==> config.mk <==
export PLATFORM = sky130hd
export DESIGN_NAME = rf_writeback_queue
export DESIGN_NICKNAME = d
export VERILOG_FILES = /design/src/rtl/rf_writeback_queue.sv
export SDC_FILE = /design/constraint.sdc
export NUM_CORES = 1
export LEC_CHECK = 0
export CELL_PAD_IN_SITES_DETAIL_PLACEMENT = 0
export CELL_PAD_IN_SITES_GLOBAL_PLACEMENT = 2
export CORE_ASPECT_RATIO = 1.5
export CORE_MARGIN = 2
export CORE_UTILIZATION = 36
export CTS_BUF_LIST = sky130_fd_sc_hd__clkbuf_8 sky130_fd_sc_hd__clkbuf_16
export DETAILED_ROUTE_END_ITERATION = 10
export GPL_ROUTABILITY_DRIVEN = 0
export PLACE_DENSITY_LB_ADDON = 0.05
export SLEW_MARGIN = 30
export SYNTH_ARGS = -nofsm -noshare
export SYNTH_HDL_FRONTEND = slang
export SYNTH_SLANG_ARGS = --single-unit
==> constraint.sdc <==
create_clock -name clk -period 4.77 [get_ports clk]
set_clock_uncertainty 0.1 [all_clocks]
set_input_delay 0.7155 -clock clk [delete_from_list [all_inputs] [get_ports clk]]
set_output_delay 0.7155 -clock clk [all_outputs]
set_load 0.005 [all_outputs]
==> src/rtl/rf_writeback_queue.sv <==
// Register-file write-side queue: buffers ALU/LSU results in order,
// drives one RF write per cycle and answers decode source lookups.
// Ports: alu_*/lsu_* valid/ready producers (LSU has priority), wb_stall,
//   rf_we/rf_waddr/rf_wdata write port, rsN_addr -> rsN_hit/rsN_fwd, count.
// Build option: RF_WB_BYPASS_EN enables data forwarding on rsN_fwd.
module rf_writeback_queue #(
  parameter int DEPTH = 4,
  parameter int XLEN  = 32
) (
  input  logic                     clk,
  input  logic                     rst_n,
  input  logic                     alu_valid,
  output logic                     alu_ready,
  input  logic [4:0]               alu_rd,
  input  logic [XLEN-1:0]          alu_data,
  input  logic                     lsu_valid,
  output logic                     lsu_ready,
  input  logic [4:0]               lsu_rd,
  input  logic [XLEN-1:0]          lsu_data,
  input  logic                     wb_stall,
  output logic                     rf_we,
  output logic [4:0]               rf_waddr,
  output logic [XLEN-1:0]          rf_wdata,
  input  logic [4:0]               rs1_addr,
  input  logic [4:0]               rs2_addr,
  output logic                     rs1_hit,
  output logic                     rs2_hit,
  output logic [XLEN-1:0]          rs1_fwd,
  output logic [XLEN-1:0]          rs2_fwd,
  output logic [$clog2(DEPTH):0]   count
);

  localparam int AW = $clog2(DEPTH);

  logic [AW:0]      wptr, rptr;
  logic [4:0]       rd_q  [DEPTH];
  logic [XLEN-1:0]  dat_q [DEPTH];
  logic             full, empty;
  logic             lsu_take, alu_take;
  logic             push, pop;
  logic [4:0]       in_rd;
  logic [XLEN-1:0]  in_data;
  logic [AW-1:0]    idx;

  assign full  = (wptr[AW] != rptr[AW]) &&
                 (wptr[AW-1:0] == rptr[AW-1:0]);
  assign empty = (wptr == rptr);
  assign count = wptr - rptr;

  // Ready depends only on registered fullness, never on a same-cycle pop.
  assign lsu_ready = !full;
  assign alu_ready = !full && !lsu_valid;

  assign lsu_take = lsu_valid && lsu_ready;
  assign alu_take = alu_valid && alu_ready;
  assign in_rd    = lsu_take ? lsu_rd   : alu_rd;
  assign in_data  = lsu_take ? lsu_data : alu_data;
  // x0 writes complete the handshake but are dropped.
  assign push     = (lsu_take || alu_take) && (in_rd != 5'd0);
  assign pop      = !empty && !wb_stall;

  always_ff @(posedge clk or negedge rst_n) begin
    if (!rst_n) begin
      wptr     <= '0;
      rptr     <= '0;
      rf_we    <= 1'b0;
      rf_waddr <= '0;
      rf_wdata <= '0;
      for (int i = 0; i < DEPTH; i++) begin
        rd_q[i]  <= '0;
        dat_q[i] <= '0;
      end
    end else begin
      if (push) begin
        rd_q[wptr[AW-1:0]]  <= in_rd;
        dat_q[wptr[AW-1:0]] <= in_data;
        wptr                <= wptr + (AW+1)'(1);
      end
      rf_we <= pop;
      if (pop) begin
        rf_waddr <= rd_q[rptr[AW-1:0]];
        rf_wdata <= dat_q[rptr[AW-1:0]];
        rptr     <= rptr + (AW+1)'(1);
      end
    end
  end

  // Scan oldest->youngest so the youngest match is the last to win;
  // the output register is older than any queued entry.
  always_comb begin
    rs1_hit = 1'b0;
    rs2_hit = 1'b0;
    rs1_fwd = '0;
    rs2_fwd = '0;
    idx     = '0;
    if (rf_we && rs1_addr != 5'd0 && rf_waddr == rs1_addr) begin
      rs1_hit = 1'b1;
`ifdef RF_WB_BYPASS_EN
      rs1_fwd = rf_wdata;
`endif
    end
    if (rf_we && rs2_addr != 5'd0 && rf_waddr == rs2_addr) begin
      rs2_hit = 1'b1;
`ifdef RF_WB_BYPASS_EN
      rs2_fwd = rf_wdata;
`endif
    end
    for (int k = 0; k < DEPTH; k++) begin
      idx = rptr[AW-1:0] + AW'(k);
      if ((AW+1)'(k) < count) begin
        if (rs1_addr != 5'd0 && rd_q[idx] == rs1_addr) begin
          rs1_hit = 1'b1;
`ifdef RF_WB_BYPASS_EN
          rs1_fwd = dat_q[idx];
`endif
        end
        if (rs2_addr != 5'd0 && rd_q[idx] == rs2_addr) begin
          rs2_hit = 1'b1;
`ifdef RF_WB_BYPASS_EN
          rs2_fwd = dat_q[idx];
`endif
        end
      end
    end
  end

endmodule
==> reports/summary.txt, run 1 <==
synth unique cells -> 37
vias -> 6,510
post-CTS setup buffers -> 0
H-tree Lvls -> 4
Min-Delay Path Class -> input port to asynchronous set/reset pin
grt total ovfl -> 0
Lkg Pwr -> 5.24 nW
Clock Pin Slew Worst Setup and Hold Paths -> 0.07 ns
Top Ports -> 198
# setup viols final -> 0
Tmin final -> 4.34 ns
Seq. cell area -> 0.00481 mm^2
Synth top area share -> 48.9%
CP Max Fanout -> 11
Worst Tran Pin Value -> 0.844 ns
clk_lat worst skew -> 0.42 ns
total core area -> 0.0270 mm^2
slowest stage delay, CP -> 0.67 ns
number of global-route vias before repair -> 6,927
Layout Nets -> 1,060
post-synthesis sequential area ratio -> 48.9%
port bufs -> 133
row cnt -> 74
Antenna Nets Post-Route -> 0
vias per cell -> 4.95
Slew Viols, Final -> 0
Routed WL per cell -> 19.0 um
Detailed Place HPWL -> 16,800 um
GRT Total Usage -> 17.9%
Area after DPL -> 0.0112 mm^2
initial antenna violation count -> 0
Antenna diodes -> 0
Starting DRT DRC Count -> 293
PD cells -> 712 mW/mm^2
Crit. End Element -> primary output
die area -> 0.0287 mm^2
largest cells by area after synthesis -> dfrtp_1, mux4_2, nand2_1
Top FF cell, synth -> dfrtp_1
Post-Syn Instances -> 860
Fillers -> 2,556
Setup crit start kind -> flip-flop
CP Data Required Time -> 3.95 ns
number of synthesized flops with an enable pin -> 0
area grow syn2layout -> 19.6%
setup TNS -> 0 ns
Synth Register Bits -> 192
Final Instance Area -> 0.0118 mm^2
largest net degree at the start of global routing -> 124
drt total wl -> 25,000 um
Pre-Repair DR Iteration Count -> 4
leading cell type by number of instances after synthesis -> dfrtp_1
die width -> 139 um
run status -> finished, final reports clean
top cells by count, synth -> dfrtp_1, nand2_1, o21ai_0
Hold-fix buffers, CTS -> 0
# DRC -> 0
WP data arrival -> 3.53 ns
mapped cell area -> 0.00983 mm^2
largest area contributor in the netlist -> dfrtp_1
CTS resizes -> 0
clock sinks -> 192
most used cell, CP -> nor4_1
die span in y -> 206 um
Synth Area per Inst -> 11.4 um^2
share of cells above drive strength 1 -> 13.1%
initial core utilization -> 36.3%
Root Driver -> clkbuf_16
Warnings, synthesis -> 0
Final Cycle Share -> 91.1%
CTS tree -> built
Multi-input gate area -> 0.00445 mm^2
CP max-delay cell -> mux4_1
CP Class -> flip-flop to primary output
crit-path cells -> ha_1 > mux4_1 > xor2_1 > nor4_1 > and3_1 > nor4_1 > a21oi_1 > clkdlybuf4s50_1
RSZ-0062 raised after global routing -> false
TritonCTS Buffers -> 17
# Max-Cap Violations -> 0
Async SR Flop Fraction -> 100%
Fin. Hold Viols -> 0
clock buffer depth -> 2
FMAX -> 230 MHz
wire length of the first global-routing pass -> 39,500 um
slew margin rel. -> 43.7%
maximum VDD drop -> 363 uV
==> cell usage in the layout, fill, tap and decap left out, drive strengths merged <==
cell / instances
mux2: 37
nor2: 4
nand4: 5
mux4: 52
fa: 1
a311oi: 2
inv: 11
a21oi: 4
o31ai: 1
clkinv: 6
a31oi: 2
xor2: 24
clkdlybuf4s50: 132
xnor3: 1
xnor2: 31
nand3: 1
ha: 7
nor3: 5
mux2i: 37
buf: 14
conb: 64
or4: 3
clkbuf: 19
dfrtp: 192
bufinv: 2
nand2: 158
and3: 1
nor4: 5
o21ai: 151
o211ai: 1
o2111ai: 1
==> state kept, by name (all words and copies together), names as in the netlist <==
register	cells
rf_wdata	32
dat_q	128
rf_we	1
rd_q	20
rptr	3
rf_waddr	5
wptr	3
==> per-layer routing <==
| metal | part of all wire (%) | wire length [um] | track usage, % |
|---|---|---|---|
| met1 | 41 | 10200 | 21.1 |
| met5 | 0 | 0 | 0 |
| met3 | 3.2 | 792 | 2.92 |
| met4 | 2.0 | 510 | 6.31 |
| met2 | 54 | 13500 | 33.0 |
==> report_power, final <==
part / leakage (nW) / internal (mW) / total [mW] / switching [mW]
logic: 2.55 / 2.04 / 4.05 / 2.01
clock network: 0.290 / 0.792 / 1.39 / 0.600
registers: 2.40 / 2.41 / 2.93 / 0.515
==> logic make-up after synthesis <==
kind of cell	share of synthesized area [%]
flip-flops	48.9
adder cells (fa/ha/maj)	1.09
XOR/XNOR	5.13
other	0.0382
AND/OR/NAND/NOR	7.45
multiplexers	20.5
AO/OA/AOI/OAI	8.49
buffers and inverters	8.44
==> worst max-delay path, delay by kind of cell, from the launching register on <==
kind | cells | cell delay [ns]
mux | 1 | 0.67
flops | 1 | 0.49
fa+ha+maj | 1 | 0.58
compound gates | 1 | 0.14
buf+inv | 1 | 0.52
xor+xnor | 1 | 0.17
simple gates | 3 | 0.53
==> path summary, 6_finish.rpt <==
path / cells after the start / from / slack (ns) / end
max: 8 / rptr[0] / 0.43 / rs2_hit
min: 1 / rst_n / 0.06 / dat_q[64]
max reg2reg: 10 / rptr[1] / 1.25 / dat_q[85]
min reg2reg: 2 / dat_q[104] / 0.38 / dat_q[104]
max in group asynchronous: 2 / rst_n / 3.64 / rptr[0]
min in group clk: 2 / dat_q[104] / 0.38 / dat_q[104]
==> area by class of cell <==
cell class / instances / area share [%]
clock buffer: 19 / 3.85
sequential: 192 / 40.9
timing repair buffer: 146 / 12.5
multi-input combinational: 598 / 37.9
tap: 342 / 3.64
clock inverter: 11 / 0.979
inverter: 8 / 0.255
==> stage by stage <==
step                      utilization [%]  hold WS [ns]  setup WS, ns  std cells  total power [mW]
after floorplan                         -         0.320          1.76        923              5.70
after global placement               41.3         0.356         0.884       1285              6.93
after detailed placement             41.3         0.369         0.856       1285              7.10
after CTS                            43.4         0.378         0.364       1315              8.52
after global routing                 43.5        0.0628         0.129       1316              9.04
final                                43.5        0.0643         0.426       1316              8.37
(Power assumes the default switching activity.)
==> inputs of run 2 (changes only) <==
GPL_TIMING_DRIVEN = 0   (was not set)
==> run 2 against run 1 <==
Net effect: sequential power decreased by 2%; critical path type unchanged; largest cell class unchanged; power increased by 4.7%; first-iteration DRC count up 15%; critical endpoint is now lsu_ready; highest routed layer unchanged; clock power grew 14%.
==> reports/summary.txt, run 2 (same netlist as run 1, synthesis figures left out) <==
die width -> 139 um
# Max-Cap Violations -> 0
area grow syn2layout -> 26.5%
setup TNS -> 0 ns
Min-Delay Path Class -> input port to asynchronous set/reset pin
Crit. Startpoint -> rptr[1]
row cnt -> 74
CP Data Required Time -> 3.95 ns
Multi-input gate area -> 0.00444 mm^2
slew margin rel. -> 38.1%
Tmin final -> 4.49 ns
CTS resizes -> 0
Pre-Repair DR Iteration Count -> 4
Antenna diodes -> 0
post-CTS setup buffers -> 0
max FFs per register -> 128
Clock Pin Slew Worst Setup and Hold Paths -> 0.08 ns
initial antenna violation count -> 0
# setup viols final -> 0
total core area -> 0.0270 mm^2
commonest non-fill, non-tap cell in the layout -> dfrtp_1
Largest regs -> dat_q: 128 flops, rf_wdata: 32 flops, rd_q: 20 flops
Seq. cell area -> 0.00480 mm^2
FMAX -> 223 MHz
CTS tree -> built
Fin. Hold Viols -> 0
run status -> finished, final reports clean
Biggest register -> dat_q
Root Driver -> clkbuf_16
initial core utilization -> 36.3%
RSZ-0062 raised after global routing -> false
CP Class -> flip-flop to primary output
Starting DRT DRC Count -> 338
H-tree Lvls -> 4
GRT Total Usage -> 19.2%
Slew Viols, Final -> 0
Layout Nets -> 1,164
TritonCTS Buffers -> 17
RR Startpoint -> rptr[1]
clock sinks -> 192
Setup crit start kind -> flip-flop
Crit. End Element -> primary output
commonest non-fill, non-tap cells in the layout -> dfrtp_1, nand2_1, clkdlybuf4s50_1
Lkg Pwr -> 5.70 nW
worst hold slack -> 0.0723 ns
Top Ports -> 198
Antenna Nets Post-Route -> 0
clk_lat worst skew -> 0.44 ns
port bufs -> 123
CP Max Fanout -> 10
die area -> 0.0287 mm^2
share of cells above drive strength 1 -> 20.1%
Detailed Place HPWL -> 19,500 um
Routed WL per cell -> 18.9 um
vias -> 6,951
largest net degree at the start of global routing -> 85
PD cells -> 705 mW/mm^2
maximum VDD drop -> 337 uV
grt total ovfl -> 0
wire length of the first global-routing pass -> 41,900 um
clock buffer depth -> 2
vias per cell -> 4.89
drt total wl -> 26,800 um
WP data arrival -> 3.68 ns
Worst Tran Pin Value -> 0.928 ns
# DRC -> 0
die span in y -> 206 um
number of global-route vias before repair -> 7,233
Final Cycle Share -> 94.2%
Fillers -> 2,621
Hold-fix buffers, CTS -> 0
-- run 2: worst max-delay path, cell delays in order, from the launching register on --
cell and delay (ns):
dfrtp_1 0.40, clkbuf_1 0.34, buf_2 0.35, buf_1 0.74, inv_1 0.14, ha_1 0.35, nand2_1 0.06, nor2_1 0.31
inv_2 0.08, clkdlybuf4s50_1 0.46
-- run 2: final timing paths --
path                                   to  slack, ns  cells past startpoint
worst min-delay path              rptr[2]       0.07                      1
worst max register to register   rd_q[15]       0.40                     12
worst min register to register  dat_q[36]       0.38                      2
min in group clk                dat_q[36]       0.38                      2
worst max-delay path            lsu_ready       0.28                      9
max in group asynchronous       dat_q[62]       3.39                      3
-- run 2: metrics by stage --
stage                     instance area [um^2]  utilization (%)  power, mW  cells  worst slack [ns]
after global placement                   11700             43.4       7.24   1388             -5.56
after floorplan                          10100                -       5.70    923              1.76
after CTS                                12400             46.0       8.91   1422             0.182
after global routing                     12400             46.0       9.42   1422            0.0442
final                                    12400             46.0       8.77   1422             0.276
after detailed placement                 11800             43.6       7.32   1390             0.336
-- run 2: area by class of cell --
cell class / instances / share of cell area, %
Buffer: 125 / 6.43
Clock buffer: 17 / 3.42
Clock inverter: 15 / 1.74
Inverter: 8 / 0.242
Multi-Input combinational cell: 598 / 35.7
Sequential cell: 192 / 38.7
Tap cell: 342 / 3.44
Timing Repair Buffer: 125 / 10.4
-- run 2: per-layer routing --
metal / part of all wire, % / routed length (um) / global-route usage, % / vias to the layer above
met5: 0 / 0 / 0 / -
met4: 1.9 / 511 / 5.88 / 0
met3: 2.8 / 745 / 3.15 / 33
met2: 54 / 14500 / 35.7 / 157
met1: 41 / 11100 / 22.9 / 3469
li1: - / - / - / 3292
-- run 2: report_power, final --
| part | internal (mW) | switching [mW] | total (mW) |
|---|---|---|---|
| Clock | 0.930 | 0.646 | 1.58 |
| Combinational | 2.15 | 2.17 | 4.32 |
| Sequential | 2.41 | 0.463 | 2.87 |
